## src/rtl/seg7_display_decoder_if.sv

```systemverilog
// Display bus between a seven-segment source and the decoder that reads it back.
// The master drives the segment pattern; the slave returns decoded status.
interface seg7_display_decoder_if;
   logic [7:0] seg_in;
   logic [3:0] digit;
   logic       dp_out;
   logic       digit_valid;
   logic       pattern_err;
   logic       seq_err;
   logic       locked;
   logic [7:0] err_count;

   modport master (output seg_in,
                   input  digit, dp_out, digit_valid, pattern_err, seq_err, locked, err_count);
   modport slave  (input  seg_in,
                   output digit, dp_out, digit_valid, pattern_err, seq_err, locked, err_count);
endinterface

```

## src/rtl/seg7_display_decoder.sv

```systemverilog
// Passive reader of a 4-bit counter's seven-segment bus: debounces each pattern,
// decodes it to a hex digit and flags illegal glyphs and count-sequence breaks.
module seg7_display_decoder #(
   parameter int STABLE_CYCLES = 4,
   parameter bit ACTIVE_LOW    = 1'b0
) (
   input logic                  clk,
   input logic                  rst,
   seg7_display_decoder_if.slave bus
);

   localparam logic [7:0] SYNC_RST = ACTIVE_LOW ? 8'hFF : 8'h00;
   localparam logic [3:0] SC       = 4'(STABLE_CYCLES);

   typedef enum logic {IDLE, TRACK} state_t;

   logic [7:0] sync1, sync2, sample;
   logic [7:0] cand, acc;
   logic [3:0] run_cnt;
   logic       stable, accept, seg_change, legal;
   logic [3:0] dec_digit;

   state_t     state_q, state_d;
   logic [3:0] digit_q, digit_d;
   logic       dp_q, dv_q, dv_d, perr_q, perr_d, serr_q, serr_d;
   logic [7:0] errc_q;

   // {legal, digit}; anything that is not one of the 16 glyphs is illegal
   function automatic logic [4:0] decode(input logic [6:0] s);
      case (s)
         7'h3F:   decode = 5'h10;
         7'h06:   decode = 5'h11;
         7'h5B:   decode = 5'h12;
         7'h4F:   decode = 5'h13;
         7'h66:   decode = 5'h14;
         7'h6D:   decode = 5'h15;
         7'h7D:   decode = 5'h16;
         7'h07:   decode = 5'h17;
         7'h7F:   decode = 5'h18;
         7'h6F:   decode = 5'h19;
         7'h77:   decode = 5'h1A;
         7'h7C:   decode = 5'h1B;
         7'h39:   decode = 5'h1C;
         7'h5E:   decode = 5'h1D;
         7'h79:   decode = 5'h1E;
         7'h71:   decode = 5'h1F;
         default: decode = 5'h00;
      endcase
   endfunction

   always_ff @(posedge clk or negedge rst) begin
      if (!rst) begin
         sync1 <= SYNC_RST;
         sync2 <= SYNC_RST;
      end else begin
         sync1 <= bus.seg_in;
         sync2 <= sync1;
      end
   end

   assign sample = ACTIVE_LOW ? ~sync2 : sync2;

   always_ff @(posedge clk or negedge rst) begin
      if (!rst) begin
         cand    <= 8'h00;
         run_cnt <= 4'd0;
      end else if (sample != cand) begin
         cand    <= sample;
         run_cnt <= 4'd1;
      end else if (run_cnt != SC) begin
         run_cnt <= run_cnt + 4'd1;
      end
   end

   // Stable on the edge where the run count first reaches SC, so outputs land on that same edge
   assign stable     = (sample != cand) ? (SC == 4'd1) : (run_cnt == SC - 4'd1) && (sample == cand);
   assign accept     = stable && (sample != acc);
   assign seg_change = accept && (sample[6:0] != acc[6:0]);
   assign {legal, dec_digit} = decode(sample[6:0]);

   always_ff @(posedge clk or negedge rst) begin
      if (!rst) begin
         acc  <= 8'h00;
         dp_q <= 1'b0;
      end else if (accept) begin
         acc  <= sample;
         dp_q <= sample[7];
      end
   end

   always_comb begin
      state_d = state_q;
      digit_d = digit_q;
      dv_d    = 1'b0;
      perr_d  = 1'b0;
      serr_d  = 1'b0;
      if (seg_change) begin
         if (!legal) begin
            perr_d  = 1'b1;
            state_d = IDLE;
         end else begin
            dv_d    = 1'b1;
            digit_d = dec_digit;
            state_d = TRACK;
            // 0 is always welcome: it covers the counter being reset
            if (state_q == TRACK && dec_digit != digit_q + 4'd1 && dec_digit != 4'd0)
               serr_d = 1'b1;
         end
      end
   end

   always_ff @(posedge clk or negedge rst) begin
      if (!rst) begin
         state_q <= IDLE;
         digit_q <= 4'h0;
         dv_q    <= 1'b0;
         perr_q  <= 1'b0;
         serr_q  <= 1'b0;
      end else begin
         state_q <= state_d;
         digit_q <= digit_d;
         dv_q    <= dv_d;
         perr_q  <= perr_d;
         serr_q  <= serr_d;
      end
   end

   always_ff @(posedge clk or negedge rst) begin
      if (!rst)
         errc_q <= 8'h00;
      else if ((perr_q || serr_q) && errc_q != 8'hFF)
         errc_q <= errc_q + 8'h01;
   end

   assign bus.digit       = digit_q;
   assign bus.dp_out      = dp_q;
   assign bus.digit_valid = dv_q;
   assign bus.pattern_err = perr_q;
   assign bus.seq_err     = serr_q;
   assign bus.locked      = (state_q == TRACK);
   assign bus.err_count   = errc_q;

endmodule

```

## src/flat_wrapper.sv

```systemverilog
// flat-port wrapper written by rule: the top's interface ports become plain ports
module seg7_display_decoder_flat 
#(
   parameter int STABLE_CYCLES = 4,
   parameter bit ACTIVE_LOW    = 1'b0
)
  (clk, rst, bus_seg_in, bus_digit, bus_dp_out, bus_digit_valid, bus_pattern_err, bus_seq_err, bus_locked, bus_err_count);
  seg7_display_decoder_if bus_i ();
  input logic clk;
  input logic rst;
  input wire logic [$bits(bus_i.seg_in)-1:0] bus_seg_in;
  output wire logic [$bits(bus_i.digit)-1:0] bus_digit;
  output wire logic [$bits(bus_i.dp_out)-1:0] bus_dp_out;
  output wire logic [$bits(bus_i.digit_valid)-1:0] bus_digit_valid;
  output wire logic [$bits(bus_i.pattern_err)-1:0] bus_pattern_err;
  output wire logic [$bits(bus_i.seq_err)-1:0] bus_seq_err;
  output wire logic [$bits(bus_i.locked)-1:0] bus_locked;
  output wire logic [$bits(bus_i.err_count)-1:0] bus_err_count;
  assign bus_i.seg_in = bus_seg_in;
  assign bus_digit = bus_i.digit;
  assign bus_dp_out = bus_i.dp_out;
  assign bus_digit_valid = bus_i.digit_valid;
  assign bus_pattern_err = bus_i.pattern_err;
  assign bus_seq_err = bus_i.seq_err;
  assign bus_locked = bus_i.locked;
  assign bus_err_count = bus_i.err_count;
  seg7_display_decoder #(.STABLE_CYCLES(STABLE_CYCLES), .ACTIVE_LOW(ACTIVE_LOW)) u_core (.clk(clk), .rst(rst), .bus(bus_i));
endmodule
```

## config.mk

```make
export PLATFORM = sky130hd
export DESIGN_NAME = seg7_display_decoder_flat
export DESIGN_NICKNAME = d
export VERILOG_FILES = /design/src/rtl/seg7_display_decoder_if.sv /design/src/rtl/seg7_display_decoder.sv /design/src/flat_wrapper.sv
export SDC_FILE = /design/constraint.sdc
export NUM_CORES = 1
export LEC_CHECK = 0
export BUFFER_PORTS_ARGS = -buffer_cell sky130_fd_sc_hd__buf_2
export CORE_MARGIN = 5
export CORE_UTILIZATION = 58
export CTS_CLUSTER_DIAMETER = 120
export DETAILED_ROUTE_END_ITERATION = 16
export PLACE_DENSITY = 0.76
export SYNTH_ARGS = -nofsm -noshare
export SYNTH_HDL_FRONTEND = slang
export SYNTH_SLANG_ARGS = --single-unit
```

## constraint.sdc

```tcl
create_clock -name clk -period 2.8 [get_ports clk]
set_input_delay 0 -clock clk [delete_from_list [all_inputs] [get_ports clk]]
set_output_delay 0 -clock clk [all_outputs]
set_load 0.03 [all_outputs]
```

==> metrics <==
CTS buffer count=5; Initial Utilization=61.0%; CP max stage cell=dfrtp_1; post-synthesis instance area=2490 µm²; Die Area=5710 µm²; design area=2790 µm²; Final HPWL DP=approximately 2.9 mm; vias in the first global route=roughly 1,700; row cnt=23; clock tree buffer depth=2; final WL=4.21 mm; Worst setup EP type=flip-flop; Total GRT Usage=17.3%; Yosys top cell by area=dfrtp_1; Peak supply drop=about 0.46 mV; n_diodes=0; Initial DRT Pass Iterations=4; Mapped Cells=216; routed via count=between 1,500 and 2,000; DR DRC count=0; synth unique cells=between 40 and 50; multi-input logic area=1050 µm²; slowest stage delay, CP=0.70 ns; gr ovfl total=0; Final period util=slightly below 90%; largest cells by area after synthesis=dfrtp_1 52%, xnor2_1 7.0%, mux2_2 4.5%, xor2_1 3.2%, nand2_1 2.3%; CTS resizes=0; Post-DRT Antenna Nets=0; die span in y=75.6 µm; crit-path cells=nand2b_1 -> nor4_1 -> a31oi_1 -> o311a_2 -> nand4b_2 -> and2_4 -> mux2_4; Root Driver=clkbuf_8; crit path DAT=2.62 ns; Worst-Margin Slew=approximately 0.68 ns; Slew Limit Fails=0; P per Cell Area=around 510 nW/µm²; Ports=27; Die Width=75.6 µm; CTS H-Tree Depth=2; # placed instances=275; Max Fclk=411 MHz; Clock Latency Late Sink=0.30 ns; Worst Path Buf+Inv=0; Max Cap Viol=0; area grow syn2layout=11.9%; share of flip-flops with an asynchronous set or reset=100%; Final Hold Vio Count=0; GP Congestion=0.788; type of the worst min-delay path=input port to async pin; WHS=0.264 ns; postcts setup bufs=0; sequential-to-total area share from yosys stat=52.2%; status=complete, no violations; required time of the worst setup path=2.99 ns; port bufs=26; Final Setup Violations=0; setup TNS=0 ns; Mapped Nets=230; prevailing post-synth register cell=dfrtp_1; Placeable Area=4090 µm²; layout cells sized above 1=24.0%; kind of critical path=flip-flop to flip-flop; Synth Area per Inst=11.5 µm²; crit start category=flip-flop; initial antenna violation count=0; clk slew on worst S/H paths=roughly 0.09 ns; RSZ-0062 raised after global routing=false; number of synthesized register bits=52; filler instances=310; Leak=1.32 nW; Tmin final=2.43 ns; # clock sinks=52; WL/cell=approximately 14 µm; Layout Skew=0.00686 ns; Post-synth EDFFs=0; Reg area=between 1000 and 1500 µm²; Synth Warn #=0; dpl cell area=2580 µm²; Via-to-Cell Ratio=5.54; Post-Layout Cell Count=292; largest net degree at the start of global routing=32; CP Max Fanout=15; critical path's top delay family=simple AND/OR/NAND/NOR gates; # nets final=around 260; CTS tree=done; top-area cell type share of the netlist area=a little over half; Slew headroom=54.7%; DRC marker count from the first detailed-route iteration=between 70 and 80; global-route wire length before repair=7.48 mm
cells in the mapped netlist, types with 5 or more instances:
master	number
dfrtp_1	52
xnor2_1	20
nand2_1	15
mux2_2	10
nor2_1	10
xor2_1	9
clkbuf_1	8
nor3_1	7
inv_1	6
nand3_1	6
a21oi_1	5
nand4_1	5
cell usage in the layout (no fill, tap or decap), types with 2 or more instances in the layout:
cell type,synthesis,layout
nor2_1,10,10
o21ai_0,3,3
nor3_1,7,7
and3_1,3,3
o21ai_1,2,2
buf_2,2,26
xnor2_1,20,20
nand3_1,6,6
dfrtp_1,52,52
nand2_1,15,15
nor2b_2,2,2
inv_1,6,6
dlygate4sd3_1,0,9
a21oi_1,5,5
ha_1,4,4
nor4_1,2,2
mux2_2,10,10
mux2_4,2,2
clkbuf_8,0,6
a2bb2oi_1,3,3
nand4_1,5,5
a31oi_1,2,2
nand2b_1,4,4
nand3b_1,3,3
xor2_1,9,9
path summary, 6_finish.rpt:
| kind | from | endpoint | slack, ns | depth (start not counted) |
|---|---|---|---|---|
| worst max-delay path | u_core.sample[2]$_DFF_PN0_ | u_core.bus.digit[3]$_DFFE_PN0P_ | 0.37 | 7 |
| worst min-delay path | rst | u_core.run_cnt[2]$_DFFE_PN0P_ | 0.26 | 2 |
| worst max register to register | u_core.sample[2]$_DFF_PN0_ | u_core.bus.digit[3]$_DFFE_PN0P_ | 0.37 | 7 |
| worst min register to register | u_core.sync1[2]$_DFF_PN0_ | u_core.sample[2]$_DFF_PN0_ | 0.35 | 0 |
| max in group asynchronous | rst | u_core.bus.pattern_err$_DFF_PN0_ | 1.80 | 3 |
| min in group clk | bus_seg_in[3] | u_core.sync1[3]$_DFF_PN0_ | 0.33 | 2 |
flip-flops by register name, summed over array words and instances, names as in the netlist, 4 cells and up:
name                  cells
u_core.run_cnt            4
u_core.cand               8
u_core.sample             8
u_core.bus.digit          4
u_core.acc                7
u_core.sync1              8
u_core.bus.err_count      8
where the power goes:
| group | internal (mW) | switching (mW) | leakage, nW |
|---|---|---|---|
| clock | 0.292 | 0.238 | 0.0614 |
| combinational | 0.0417 | 0.0416 | 0.590 |
| sequential | 0.768 | 0.0286 | 0.666 |
| total | 1.10 | 0.308 | 1.32 |
per-stage QoR:
step,worst slack (ns),utilization (%),power (mW)
4_1_cts,0.393,68.3,1.43
2_1_floorplan,0.814,-,0.863
5_1_grt,0.191,68.3,1.47
3_5_place_dp,0.399,63.1,0.886
3_3_place_gp,0.432,63.1,0.884
6_report,0.368,68.3,1.41
worst reg2reg max path, stage by stage (launching register included):
cell	delay [ns]
dfrtp_1	0.70
nand2b_1	0.17
nor4_1	0.41
a31oi_1	0.21
o311a_2	0.19
nand4b_2	0.14
and2_4	0.21
mux2_4	0.30
metal layers:
metal	GRT usage [%]	up-vias	routed length, µm
li1	-	783	-
met1	23.2	785	1920
met2	28.1	45	2000
met3	3.69	6	222
met4	5.83	0	59
met5	0	-	0
what timing repair did:
action                                  CTS  global route
hold buffers                              9             0
endpoints found under the setup margin    0             0
hold endpoints to repair                 38             0
cell type report:
| cell class | instances | area share, % |
|---|---|---|
| Timing Repair Buffer | 36 | 8.16 |
| Clock buffer | 6 | 2.96 |
| Tap cell | 50 | 2.24 |
| Inverter | 6 | 0.807 |
| Clock inverter | 2 | 1.39 |
| Multi-Input combinational cell | 140 | 37.8 |
| Sequential cell | 52 | 46.6 |
logic make-up (layout without fill, tap and decap cells):
group | count (synthesis) | count (layout) | share of synthesized area (%)
mux | 13 | 13 | 6.12
compound gates | 25 | 25 | 7.73
fa+ha+maj | 4 | 4 | 2.01
flops | 52 | 52 | 52.2
buf+inv | 24 | 50 | 5.52
xor+xnor | 30 | 30 | 11.1
simple gates | 68 | 68 | 15.3
Power figures use the tool's default switching activity.
